## config.mk

```make
export PLATFORM = sky130hd
export DESIGN_NAME = ex_muldiv_seq
export DESIGN_NICKNAME = d
export VERILOG_FILES = /design/src/rtl/ex_muldiv_seq.sv
export SDC_FILE = /design/constraint.sdc
export NUM_CORES = 1
export LEC_CHECK = 0
export BUFFER_PORTS_ARGS = -buffer_cell sky130_fd_sc_hd__buf_2
export CAP_MARGIN = 20
export CORE_MARGIN = 8
export CORE_UTILIZATION = 35
export DETAILED_ROUTE_END_ITERATION = 16
export PLACE_DENSITY = 0.51
export SLEW_MARGIN = 25
export SYNTH_ARGS = -nofsm -noshare
export SYNTH_HDL_FRONTEND = slang
export SYNTH_SLANG_ARGS = --single-unit
export TNS_END_PERCENT = 30
```

## constraint.sdc

```tcl
create_clock -name clk -period 5.2 [get_ports clk]
set_input_delay 0.78 -clock clk [delete_from_list [all_inputs] [get_ports clk]]
set_output_delay 0.78 -clock clk [all_outputs]
set_load 0.03 [all_outputs]
```

## src/rtl/ex_muldiv_seq.sv

```systemverilog
// ex_muldiv_seq: iterative RV32M multiply/divide sequencer for the EX stage.
// When an M-op sits in EX it latches operand magnitudes and sign flags, runs a
// 32-step shift-add (multiply) or restoring-divide loop, applies sign fix-up,
// and presents the result for one cycle while stall holds the front end.
// Ports:
//   clk, rst       clock, synchronous active-high reset
//   start          valid M-op in EX
//   funct3         op select (MUL..REMU)
//   op_a, op_b     forwarded rs1/rs2 values
//   stall          freeze IF/ID/ID_EX, bubble into EX_MEM (combinational)
//   busy           sequencer not idle
//   done           one-cycle pulse, result valid
//   result         operation result, held until the next completion
module ex_muldiv_seq #(
    parameter int XLEN  = 32,
    parameter int CNT_W = 6
) (
    input  logic            clk,
    input  logic            rst,
    input  logic            start,
    input  logic [2:0]      funct3,
    input  logic [XLEN-1:0] op_a,
    input  logic [XLEN-1:0] op_b,
    output logic            stall,
    output logic            busy,
    output logic            done,
    output logic [XLEN-1:0] result
);

    localparam logic [1:0] S_IDLE = 2'd0;
    localparam logic [1:0] S_CALC = 2'd1;
    localparam logic [1:0] S_FIX  = 2'd2;
    localparam logic [1:0] S_DONE = 2'd3;

    localparam logic [CNT_W-1:0] LAST_STEP = CNT_W'(XLEN - 1);

    logic [1:0]        state;
    logic [CNT_W-1:0]  cnt;
    logic [2:0]        fn;
    logic [XLEN-1:0]   mag_a;    // multiplicand (mul) / unused (div)
    logic [XLEN-1:0]   mag_b;    // divisor (div) / unused after load (mul)
    logic [2*XLEN-1:0] acc;      // mul: {partial product, multiplier}; div: {remainder, quotient}
    logic              neg_res;  // product / quotient must be negated
    logic              neg_rem;  // remainder must be negated (dividend was negative)

    // Operand interpretation for the incoming op.
    logic            sgn_a, sgn_b, neg_a, neg_b, is_div, div_zero, div_ovf;
    logic [XLEN-1:0] abs_a, abs_b;

    always_comb begin
        sgn_a    = (funct3 == 3'b001) || (funct3 == 3'b010) ||
                   (funct3 == 3'b100) || (funct3 == 3'b110);
        sgn_b    = (funct3 == 3'b001) || (funct3 == 3'b100) || (funct3 == 3'b110);
        neg_a    = sgn_a && op_a[XLEN-1];
        neg_b    = sgn_b && op_b[XLEN-1];
        abs_a    = neg_a ? (~op_a + 1'b1) : op_a;
        abs_b    = neg_b ? (~op_b + 1'b1) : op_b;
        is_div   = funct3[2];
        div_zero = is_div && (op_b == '0);
        div_ovf  = is_div && !funct3[0] &&
                   (op_a == {1'b1, {(XLEN-1){1'b0}}}) && (op_b == '1);
    end

    // One iteration of each loop.
    logic [XLEN:0]     mul_sum;
    logic [XLEN:0]     div_trial;
    logic [2*XLEN-1:0] acc_step;

    always_comb begin
        mul_sum   = {1'b0, acc[2*XLEN-1:XLEN]} + (acc[0] ? {1'b0, mag_a} : '0);
        div_trial = acc[2*XLEN-1:XLEN-1] - {1'b0, mag_b};
        if (!fn[2])
            acc_step = {mul_sum, acc[XLEN-1:1]};
        else if (!div_trial[XLEN])
            acc_step = {div_trial[XLEN-1:0], acc[XLEN-2:0], 1'b1};
        else
            acc_step = {acc[2*XLEN-2:0], 1'b0};
    end

    // Sign fix-up and output select.
    logic [2*XLEN-1:0] prod;
    logic [XLEN-1:0]   quo, rem, fix_res;

    always_comb begin
        prod = neg_res ? (~acc + 1'b1) : acc;
        quo  = neg_res ? (~acc[XLEN-1:0] + 1'b1) : acc[XLEN-1:0];
        rem  = neg_rem ? (~acc[2*XLEN-1:XLEN] + 1'b1) : acc[2*XLEN-1:XLEN];
        case (fn)
            3'b000:         fix_res = prod[XLEN-1:0];
            3'b100, 3'b101: fix_res = quo;
            3'b110, 3'b111: fix_res = rem;
            default:        fix_res = prod[2*XLEN-1:XLEN];
        endcase
    end

    always_ff @(posedge clk) begin
        if (rst) begin
            state   <= S_IDLE;
            cnt     <= '0;
            fn      <= '0;
            mag_a   <= '0;
            mag_b   <= '0;
            acc     <= '0;
            neg_res <= 1'b0;
            neg_rem <= 1'b0;
            result  <= '0;
        end else begin
            case (state)
                S_IDLE: if (start) begin
                    fn      <= funct3;
                    mag_a   <= abs_a;
                    mag_b   <= abs_b;
                    acc     <= {{XLEN{1'b0}}, (is_div ? abs_a : abs_b)};
                    neg_res <= neg_a ^ neg_b;
                    neg_rem <= neg_a;
                    cnt     <= '0;
                    // Special cases bypass the loop and answer directly.
                    if (div_zero) begin
                        result <= funct3[1] ? op_a : '1;
                        state  <= S_DONE;
                    end else if (div_ovf) begin
                        result <= funct3[1] ? '0 : {1'b1, {(XLEN-1){1'b0}}};
                        state  <= S_DONE;
                    end else begin
                        state  <= S_CALC;
                    end
                end
                S_CALC: begin
                    acc <= acc_step;
                    cnt <= cnt + 1'b1;
                    if (cnt == LAST_STEP)
                        state <= S_FIX;
                end
                S_FIX: begin
                    result <= fix_res;
                    state  <= S_DONE;
                end
                default: state <= S_IDLE;
            endcase
        end
    end

    // A special case still stalls in its start cycle so EX_MEM takes a bubble.
    assign stall = ((state == S_IDLE) && start) || (state == S_CALC) || (state == S_FIX);
    assign busy  = (state != S_IDLE);
    assign done  = (state == S_DONE);

endmodule

```

Word-level counts from Yosys, hierarchy flattened
Index checks and enable logic that the tools add are counted.
{ "totals": {"regBits": 173, "in_bits": 70, "wordCells": 92} }
{ "op_classes": {"reduce_logical": 27, "mux": 25, "n_addsub": 8, "eq_ne": 17, "bitwise": 6} }
{ "ops": {"columns": ["cell", "count"], "rows": [
  ["2-to-1 mux 32 bit", 11],
  ["2-to-1 mux 64 bit", 4],
  ["adder 32 x 1 -> 32 bit (second input constant)", 4],
  ["NOT 32 bit", 4],
  ["one-hot mux 64 bit (2 select lines)", 1],
  ["one-hot mux 32 bit (3 select lines)", 1],
  ["adder 64 x 1 -> 64 bit (second input constant)", 1],
  ["== test 32 bit (second input constant)", 2],
  ["NOT 64 bit", 1],
  ["one-hot mux 32 bit (2 select lines)", 1],
  ["adder 32 x 32 -> 33 bit", 1],
  ["subtractor 33 x 32 -> 33 bit", 1],
  ["zero test 32 bit", 1],
  ["== test 3 bit (second input constant)", 6],
  ["one-hot mux 6 bit (2 select lines)", 1],
  ["2-to-1 mux 2 bit", 4],
  ["logical AND 1 bit", 7],
  ["logical OR 1 bit", 7],
  ["adder 6 x 1 -> 6 bit (second input constant)", 1],
  ["== test 6 x 5 -> 1 bit (second input constant)", 1],
  ["2-to-1 mux 6 bit", 1],
  ["one-hot mux 2 bit (3 select lines)", 1],
  ["AND reduction 2 bit", 3],
  ["nonzero test 2 bit", 3],
  ["other kinds (12)", 15]
]} }

Depth between registers and ports, before layout
Gate-level depths: netlist of run 1.
{ "depth": {"word_depth": 9, "mapped_depth": 15, "ltp_nobuf": 13} }

Worst setup path after synthesis of run 1
No wires, ideal clock.
{ "synth_timing": {"path_type": "register -> register", "start": "register acc[31]", "end": "register acc[52]", "arrival_time_ns": 3.140, "n_path_buf": 2, "required_time_ns": 5.070, "setup_ns": 0.130, "period_less_slack_ns": 3.269, "path_slack_ns": 1.931, "stages_incl_launch_ff": 14, "cell_sequence": "dfxtp_1 inv_1 ha_1 fa_1 nand2b_1 a211oi_1 nor2_1 o31ai_2 a21oi_1 xnor2_2 buf_2 buf_2 mux2i_1 o21ai_0"} }
{ "synth_via": {"elab_chain_cells": 4} }
{ "synth_rtl": {"columns": ["item", "line", "source"], "rows": [
  ["start, declared", "42", "logic [2*XLEN-1:0] acc;"],
  ["start signal, assigned", "113", "acc <= {{XLEN{1'b0}}, (is_div ? abs_a : abs_b)};"],
  ["start signal, assigned", "129", "acc <= acc_step;"],
  ["subtractor 33 x 32 -> 33 bit", "71", "div_trial = acc[2*XLEN-1:XLEN-1] - {1'b0, mag_b};"],
  ["2-to-1 mux 64 bit", "74", "else if (!div_trial[XLEN])"],
  ["2-to-1 mux 64 bit", "72", "if (!fn[2])"],
  ["one-hot mux 64 bit (2 select lines)", "108", "case (state)"]
]} }
No other way between the ends.
A chain may end at the register's enable or synchronous reset.

Worst setup path in the final report of run 1
{ "layout_timing": {"start": "register acc[31]", "end": "register acc[63]"} }
Same word-level chain as after synthesis.

==> flow_summary.yaml, run 1 <==
status:
  status: "completed"
final_layout:
  regArea_um2: 3470
  multi_input_area_um2: 11400
  n_antenna_cell: 0
  most-common-layout-cells: "254 x nor2_1, 171 x dfxtp_1, 160 x nand2_1"
  fill_cells: 4764
  final_common_cell: "nor2_1"
  drive_gt1_share_pct: 11.4
  fin_util_pct: 39.1
  final_cells: 2750
  final_net_count: 2292
  area_delta_synth_final_pct: 10.4
  post-route-cell-area_um2: 17300
timing:
  period_needed_ns: 4.33
  rsz0062_at_grt: "no"
  hold_viol: 0
  period_share_pct: 83.2
  finalWorstSetupSlack_ns: 0.871
  setup_violations: 0
  holdWs_ns: 0.455
  max_freq_mhz: 231
  fin_setup_tns_ns: 0
  slew_headroom_pct: 33.4
  tightest_slew_ns: 0.993
  maxSlewViolCount: 0
  finClkSkew_ns: 0.0193
die:
  start_util_pct: 35.5
  ios: 105
  die_y_um: 228
  coreArea_um2: 44300
  die_area_um2: 51900
  rows: 77
  die_width_um: 228
worst_setup_path:
  crit_fanout: 20
  cp.buffers_inverters: 1
  worstSetupPathType: "reg -> reg"
  critPathCaptureType: "register"
  worstSetupStartpointType: "register"
  startpoint: "acc[31]"
  worstPathArrival_ns: 4.77
  crit_path_top_delay_cell: "xnor2_4"
  worstPathCellList: "inv_1 -> ha_1 -> fa_1 -> nand2b_1 -> a211oi_1 -> nor2_1 -> o31ai_2 -> a21oi_1 -> xnor2_4 -> o21ai_0 -> a2111oi_0 -> o31a_1"
  critPathMaxStageDelay_ns: 0.60
  path_delay_family: "compound AO/OA/AOI/OAI gates"
  cp.depth: 12
  rrSetupSlack_ns: 0.87
  cp_data_required_time_ns: 5.64
  reg2reg_depth: 12
  r2r_start: "acc[31]"
clock_network:
  cts_root_buf: "clkbuf_16"
  cts_tree: "done"
  h-tree-depth: 4
  clk_pin_slew_ns: 0.07
  hold_buffers: 0
  cts_made_buffers: 17
  clock_latency_ns: 0.50
  clk_path_buf_depth: 2
  ctsResizeCount: 0
  postCtsSetupBuffers: 0
  cts.sinks: 173
drt:
  wl_per_cell_um: 24.6
  vias: 16700
  drtIter0Drc: 1569
  first_pass_iters: 5
  wl_um: 67600
  drc_errors: 0
  ant_nets: 0
  vias_per_cell: 6.06
synthesis:
  syn-cell-area_um2: 15700
  synthFlopType: "dfxtp_1"
  syn_area_per_cell_um2: 7.35
  synth_top_area_share_pct: 22.0
  synthTopCellsByArea: "dfxtp_1 22%, nor2_1 6.1%, ha_1 6.0%"
  async_flop_share_pct: 0
  synth_area_leader_cell: "dfxtp_1"
  synth_edf_count: 0
  synth_fp_nets: 2284
  syn-instance-count: 2137
  synth_cell_types: 83
  ys_warn_count: 0
  synth_seq_area_share_pct: 22.0
  synth_seq_cells: 173
power_and_ir_drop:
  cellLeakagePower_nw: 6.75
  p_per_area_nw_per_um2: 439
  power_mw: 7.61
  peakVddDrop_mv: 0.522
placement:
  dp_cells: 2717
  gp_congestion: 0.946
  dp_slack_ns: 0.906
  hpwl_um: 52100
  place_area_um2: 16700
  io_buffers: 104
global_routing:
  grt_overflow: 0
  antenna_found_initial: 1
  grt_util_all_layers_pct: 25.1
  grt_pass1_vias: 15800
  grt_pass1_wl_um: 101000
  grt_max_degree: 113
worst_hold_path:
  hp-class: "reg -> reg"
  hold_depth: 2
  min-delay-start: "result[19]"
run:
  max-cap-violations: 0
==> registers in the layout, indices dropped and copies added (netlist names) <==
register	cells
mag_a	32
neg_res	1
fn	3
state	2
neg_rem	1
cnt	6
result	32
acc	64
mag_b	32
==> cell usage after synthesis (all sizes together) (5+ instances only) <==
| library cell | instances |
|---|---|
| nor2 | 255 |
| dfxtp | 173 |
| nand2 | 161 |
| o21ai | 160 |
| clkbuf | 138 |
| a21oi | 133 |
| a211oi | 118 |
| xnor2 | 96 |
| xor2 | 90 |
| ha | 75 |
| inv | 72 |
| nor3 | 71 |
| and2 | 42 |
| mux2i | 39 |
| a21o | 34 |
| mux2 | 32 |
| nand3 | 29 |
| nand4 | 28 |
| o31ai | 28 |
| o22ai | 24 |
| a31oi | 22 |
| buf | 22 |
| nor4 | 21 |
| a22oi | 20 |
| nand2b | 19 |
| or3 | 18 |
| or4 | 17 |
| o211ai | 16 |
| a311oi | 15 |
| o21a | 15 |
| o221ai | 14 |
| and3 | 13 |
| nor2b | 13 |
| o41ai | 12 |
| a221oi | 10 |
| nor3b | 8 |
| a211o | 7 |
| o21bai | 7 |
| o31a | 7 |
| a21boi | 6 |
| nand3b | 5 |
| nand4b | 5 |
| or2 | 5 |
==> final cells by class <==
cell class	instances	area share, %
inverter	73	1.58
tap	592	4.27
multi-input combinational	1731	65.6
clock buffer	20	2.58
sequential	173	20.0
timing repair buffer	149	5.22
clock inverter	12	0.794
==> power by group <==
| part | switching (mW) | internal (mW) |
|---|---|---|
| clock network | 0.641 | 0.723 |
| logic | 2.74 | 1.46 |
| registers | 0.396 | 1.66 |
==> worst paths after layout <==
check	endpoint
min	result[19]
min reg2reg	result[19]
max reg2reg	acc[63]
max	acc[63]
==> metal layers <==
| layer | GRT usage (%) | up-vias | routed length [um] |
|---|---|---|---|
| li1 | - | 7817 | - |
| met1 | 34.6 | 8008 | 30600 |
| met2 | 38.5 | 730 | 29500 |
| met3 | 4.12 | 119 | 4990 |
| met4 | 10.4 | 0 | 2520 |
| met5 | 0 | - | 0 |
==> cells by family after synthesis <==
logic type | Yosys count | synth area share, %
simple gates | 720 | 22.3
flops | 173 | 22.0
buf+inv | 233 | 5.85
compound gates | 677 | 28.4
xor+xnor | 186 | 10.4
mux | 71 | 4.78
fa+ha+maj | 77 | 6.23
==> worst reg2reg max path, stage by stage, from the launching register on <==
cell and delay, ns:
dfxtp_1 0.46, inv_1 0.10, ha_1 0.26, fa_1 0.41, nand2b_1 0.27, a211oi_1 0.42, nor2_1 0.18, o31ai_2 0.51
a21oi_1 0.25, xnor2_4 0.61, o21ai_0 0.19, a2111oi_0 0.44, o31a_1 0.20
(Power assumes the default switching activity.)
==> run 2, diff against run 1 <==
- PLACE_DENSITY: 0.51 -> 0.53
- clock period: 5.2 -> 3.9 ns (I/O delays scaled with it)
==> run 2 against run 1 <==
Against the previous run: clock skew shrank 0.0082 ns; power is 37% higher; count of clock-buffer cells in the layout decreased by 3; global-route usage fell by 0.18 points; sequential share of layout area shrank 0.60 points; die area unchanged; critical path type unchanged; highest routed layer unchanged.
==> flow_summary.yaml, run 2 (synthesis gave the netlist of run 1 again) <==
die:
  die_area_um2: 51900
  start_util_pct: 35.5
  ios: 105
  coreArea_um2: 44300
  die_y_um: 228
  rows: 77
  die_width_um: 228
worst_setup_path:
  critPathCaptureType: "register"
  crit_path_top_delay_cell: "or4b_2"
  worstPathArrival_ns: 4.17
  cp_data_required_time_ns: 4.31
  crit_fanout: 11
  worstPathCellList: "buf_4 -> inv_1 -> ha_1 -> or4b_2 -> nor4_1 -> nand4_1 -> o41ai_1 -> xor2_1 -> o211ai_1 -> nor2_1 -> nor3_1"
  worstSetupStartpointType: "register"
  critPathMaxStageDelay_ns: 0.73
  worstSetupPathType: "reg -> reg"
power_and_ir_drop:
  p_per_area_nw_per_um2: 585
  peakVddDrop_mv: 0.340
  cellLeakagePower_nw: 7.10
  power_mw: 10.5
clock_network:
  cts_tree: "done"
  clk_path_buf_depth: 2
  cts.sinks: 173
  h-tree-depth: 4
  clock_latency_ns: 0.49
  clk_pin_slew_ns: 0.08
  cts_made_buffers: 17
  cts_root_buf: "clkbuf_16"
global_routing:
  antenna_found_initial: 1
  grt_pass1_vias: 16100
  grt_util_all_layers_pct: 24.9
  grt_overflow: 0
  grt_pass1_wl_um: 100000
  grt_max_degree: 78
final_layout:
  final_net_count: 2354
  final_cells: 2812
  area_delta_synth_final_pct: 13.7
  n_antenna_cell: 0
  largest_register_ffs: 64
  regMostFlops: "acc"
  final_common_cell: "nor2_1"
  drive_gt1_share_pct: 13.9
  most-common-layout-cells: "254 x nor2_1, 172 x dfxtp_1, 160 x nand2_1"
timing:
  setup_violations: 0
  max_freq_mhz: 266
  fin_setup_tns_ns: 0
  finalWorstSetupSlack_ns: 0.137
  hold_viol: 0
  period_needed_ns: 3.76
  holdWs_ns: 0.395
  finClkSkew_ns: 0.0111
  tightest_slew_ns: 0.911
  maxSlewViolCount: 0
  period_share_pct: 96.5
  rsz0062_at_grt: "no"
  slew_headroom_pct: 39.3
drt:
  wl_um: 67100
  ant_nets: 0
  vias_per_cell: 6.01
  drc_errors: 0
  wl_per_cell_um: 23.9
  first_pass_iters: 8
  drtIter0Drc: 1797
  vias: 16900
placement:
  hpwl_um: 53200
  io_buffers: 104
  dp_cells: 2777
  dp_slack_ns: 0.0261
  gp_congestion: 1.01
run:
  max-cap-violations: 0
worst_hold_path:
  hp-class: "in -> reg"
status:
  status: "completed"
-- run 2: metal layers --
| layer | vias to the layer above | part of all wire (%) | global-route usage, % |
|---|---|---|---|
| li1 | 7955 | - | - |
| met1 | 8082 | 45 | 34.0 |
| met2 | 727 | 43 | 38.3 |
| met3 | 132 | 7.2 | 4.05 |
| met4 | 0 | 4.2 | 11.0 |
| met5 | - | 0 | 0 |
-- run 2: through the flow --
stage	utilization (%)	instance area (um^2)
floorplan	-	15700
global placement	38.7	17200
detailed placement	38.7	17200
CTS	40.3	17800
global route	40.3	17900
finish	40.3	17900
-- run 2: worst paths after layout --
path              depth (start not counted)  slack, ns    endpoint  startpoint
setup / recovery                         11       0.14   result[8]      acc[0]
hold / removal                            3       0.40    mag_b[0]     op_b[0]
setup reg to reg                         11       0.14   result[8]      acc[0]
hold reg to reg                           2       0.46  result[19]  result[19]
-- run 2: what timing repair did --
action / 4_1_cts / 5_1_grt
endpoints found under the setup margin: 1 / 0
hold buffers: 0 / 0
buffers inserted: 2 / 0
resized for setup: 0 / 0
-- run 2: power by group --
group	internal, mW	leakage [nW]	switching (mW)
clock	1.10	0.310	0.875
sequential	2.21	1.42	0.497
combinational	2.07	5.37	3.70
-- run 2: layout make-up --
type,count,area [um^2]
Clock buffer,17,425
Tap cell,592,741
Fill cell,4784,26400
Clock inverter,15,225
Timing Repair Buffer,211,1370
Multi-Input combinational cell,1731,11400
Sequential cell,173,3460
Inverter,73,274
-- run 2: critical path: cells and delay by family, from the launching register on --
kind,cells,cell delay (ns)
AOI/OAI and AO/OA,2,0.75
and+or+nand+nor,5,2.06
xor gates and xnor gates,1,0.11
adders and majority gates,1,0.18
DFF,1,0.33
buffers and inverters,2,0.25
==> run 3, diff against run 2 <==
- ABC_AREA: default -> 1
- MAX_ROUTING_LAYER: default -> met4
- PLACE_DENSITY: 0.53 -> 0.52
==> run 3 against run 2 <==
Against the previous run: core utilization shrank 1.8 points; worst setup slack gained 0.65 ns; count of clock-buffer cells in the layout up 3; clock power decreased by 8%; global-route usage is 3.5 points higher; maximum frequency increased by 21%; first-iteration DRC count rose by 25%; area after synthesis is 20% higher; die area increased by 18%; combinational power up 60%; largest cell class unchanged.
==> flow_summary.yaml, run 3 <==
worst_hold_path:
  hp-class: "in -> reg"
  min-delay-start: "op_a[0]"
  hold_depth: 3
drt:
  drc_errors: 0
  wl_per_cell_um: 20.5
  wl_um: 86200
  drtIter0Drc: 2246
  ant_nets: 0
  vias_per_cell: 5.37
  vias: 22600
  first_pass_iters: 6
clock_network:
  postCtsSetupBuffers: 0
  cts_root_buf: "clkbuf_16"
  clk_path_buf_depth: 2
  hold_buffers: 0
  clock_latency_ns: 0.50
  cts_made_buffers: 17
  clk_pin_slew_ns: 0.07
  ctsResizeCount: 0
  cts_tree: "done"
  cts.sinks: 173
  h-tree-depth: 4
worst_setup_path:
  reg2reg_depth: 18
  crit_path_top_delay_cell: "dfxtp_1"
  worstPathCellList: "inv_1 -> ha_1 -> fa_1 -> inv_1 -> nand2_1 -> nand2_1 -> nand3_2 -> nand2_2 -> nand2_2 -> nand2_4 -> nand2_4 -> nand2_4 -> nand2_4 -> nand2_2 -> nand3_1 -> nand3_1 -> nand2_1 -> a21oi_1"
  cp_common_cell: "nand2_4"
  cp_data_required_time_ns: 4.30
  worstPathArrival_ns: 3.52
  startpoint: "acc[31]"
  r2r_start: "acc[31]"
  worstSetupStartpointType: "register"
  crit_fanout: 20
  critPathCaptureType: "register"
  worstSetupPathType: "reg -> reg"
  critPathMaxStageDelay_ns: 0.49
global_routing:
  grt_overflow: 0
  grt_pass1_wl_um: 129000
  grt_pass1_vias: 20700
  antenna_found_initial: 1
  grt_max_degree: 88
  grt_util_all_layers_pct: 28.4
final_layout:
  multi_input_area_um2: 12800
  area_delta_synth_final_pct: 9.55
  drive_gt1_share_pct: 6.71
  regMostFlops: "acc"
  fill_cells: 6183
  regArea_um2: 3470
  final_common_cell: "nand2_1"
  most-common-layout-cells: "927 x nand2_1, 526 x inv_1, 407 x nand3_1"
  largest_register_ffs: 64
  fin_util_pct: 38.5
  final_net_count: 3639
  final_cells: 4202
run:
  max-cap-violations: 0
timing:
  holdWs_ns: 0.436
  tightest_slew_ns: 0.902
  period_share_pct: 79.9
  maxSlewViolCount: 0
  rsz0062_at_grt: "no"
  fin_setup_tns_ns: 0
  max_freq_mhz: 321
  period_needed_ns: 3.11
  finClkSkew_ns: 0.0274
  slew_headroom_pct: 39.9
  setup_violations: 0
  hold_viol: 0
synthesis:
  async_flop_share_pct: 0
  syn_area_per_cell_um2: 5.45
  muxShareOfSynthArea_pct: 0
  ys_warn_count: 0
  ys_top_cells_by_count: "928 x nand2_1, 528 x inv_1, 407 x nand3_1, 378 x nor2_1, 250 x a21oi_1"
  synthAdderAreaFrac_pct: 5.20
  synth_top_area_share_pct: 18.5
  syn-cell-area_um2: 18800
  synth_xor_area_share_pct: 2.84
  synthTopCellsByArea: "nand2_1 19%, dfxtp_1 18%, nand3_1 11%"
  synth_seq_cells: 173
  synth_compound_gate_area_share_pct: 17.5
  syn-instance-count: 3456
  synth_simple_gate_area_share_pct: 42.2
  yosysMostFrequentCell: "nand2_1"
  synth_fp_nets: 3603
  synth_seq_area_share_pct: 18.4
  synth_edf_count: 0
  synth_cell_types: 49
  synth_top_family_by_area: "simple AND/OR/NAND/NOR gates"
  synthFlopType: "dfxtp_1"
  synth_area_leader_cell: "nand2_1"
status:
  status: "completed"
die:
  die_area_um2: 61400
  start_util_pct: 35.2
  die_width_um: 248
  coreArea_um2: 53500
  ios: 105
  die_y_um: 248
  rows: 85
power_and_ir_drop:
  peakVddDrop_mv: 0.361
  p_per_area_nw_per_um2: 672
  cellLeakagePower_nw: 10.6
  power_mw: 13.9
placement:
  io_buffers: 104
  dp_cells: 4169
  hpwl_um: 70000
  gp_congestion: 0.997
## run 3: cell families after synthesis
group	count (synthesis)
AOI/OAI and AO/OA	603
xor gates and xnor gates	61
adders and majority gates	77
buffers and inverters	676
DFF	173
and+or+nand+nor	1866
## run 3: cell type report
class                   instances  share of cell area (%)
diodes                          2                  0.0243
well taps                     696                    4.22
clock inverters                11                   0.662
repair buffers                152                    4.45
clock buffers                  20                    2.12
inverters                     541                    9.85
flip-flops and latches        173                    16.8
multi-input cells            2607                    61.9
## run 3: power breakdown
group          internal (mW)  switching [mW]  total, mW  leakage (nW)
Combinational           2.59            6.63       9.22          8.88
Sequential              2.24           0.584       2.82          1.42
Clock                  0.951           0.855       1.81         0.277
Total                   5.78            8.07       13.9          10.6
## run 3: worst paths after layout
path	to	slack [ns]
max	acc[63]	0.79
min	mag_a[0]	0.44
max reg2reg	acc[63]	0.79
min reg2reg	cnt[4]	0.45
## run 3: through the flow
stage | instance area [um^2] | worst slack (ns)
floorplan | 18800 | 1.35
global placement | 20000 | 0.851
detailed placement | 20000 | 0.818
CTS | 20600 | 0.796
global route | 20600 | 0.520
finish | 20600 | 0.785
## run 3: critical path, delay by kind of cell, from the launching register on
| family | cells | cell delay [ns] |
|---|---|---|
| adder cells (fa/ha/maj) | 2 | 0.61 |
| flip-flops | 1 | 0.49 |
| buffers and inverters | 2 | 0.35 |
| AO/OA/AOI/OAI | 1 | 0.13 |
| AND/OR/NAND/NOR | 13 | 1.44 |
## run 3: routing by layer
layer	up-vias	wire (um)	GRT usage [%]
li1	11200	-	-
met3	142	6800	4.63
met2	949	37400	43.4
met1	10300	38700	37.6
met4	0	3330	10.4
met5	-	0	-
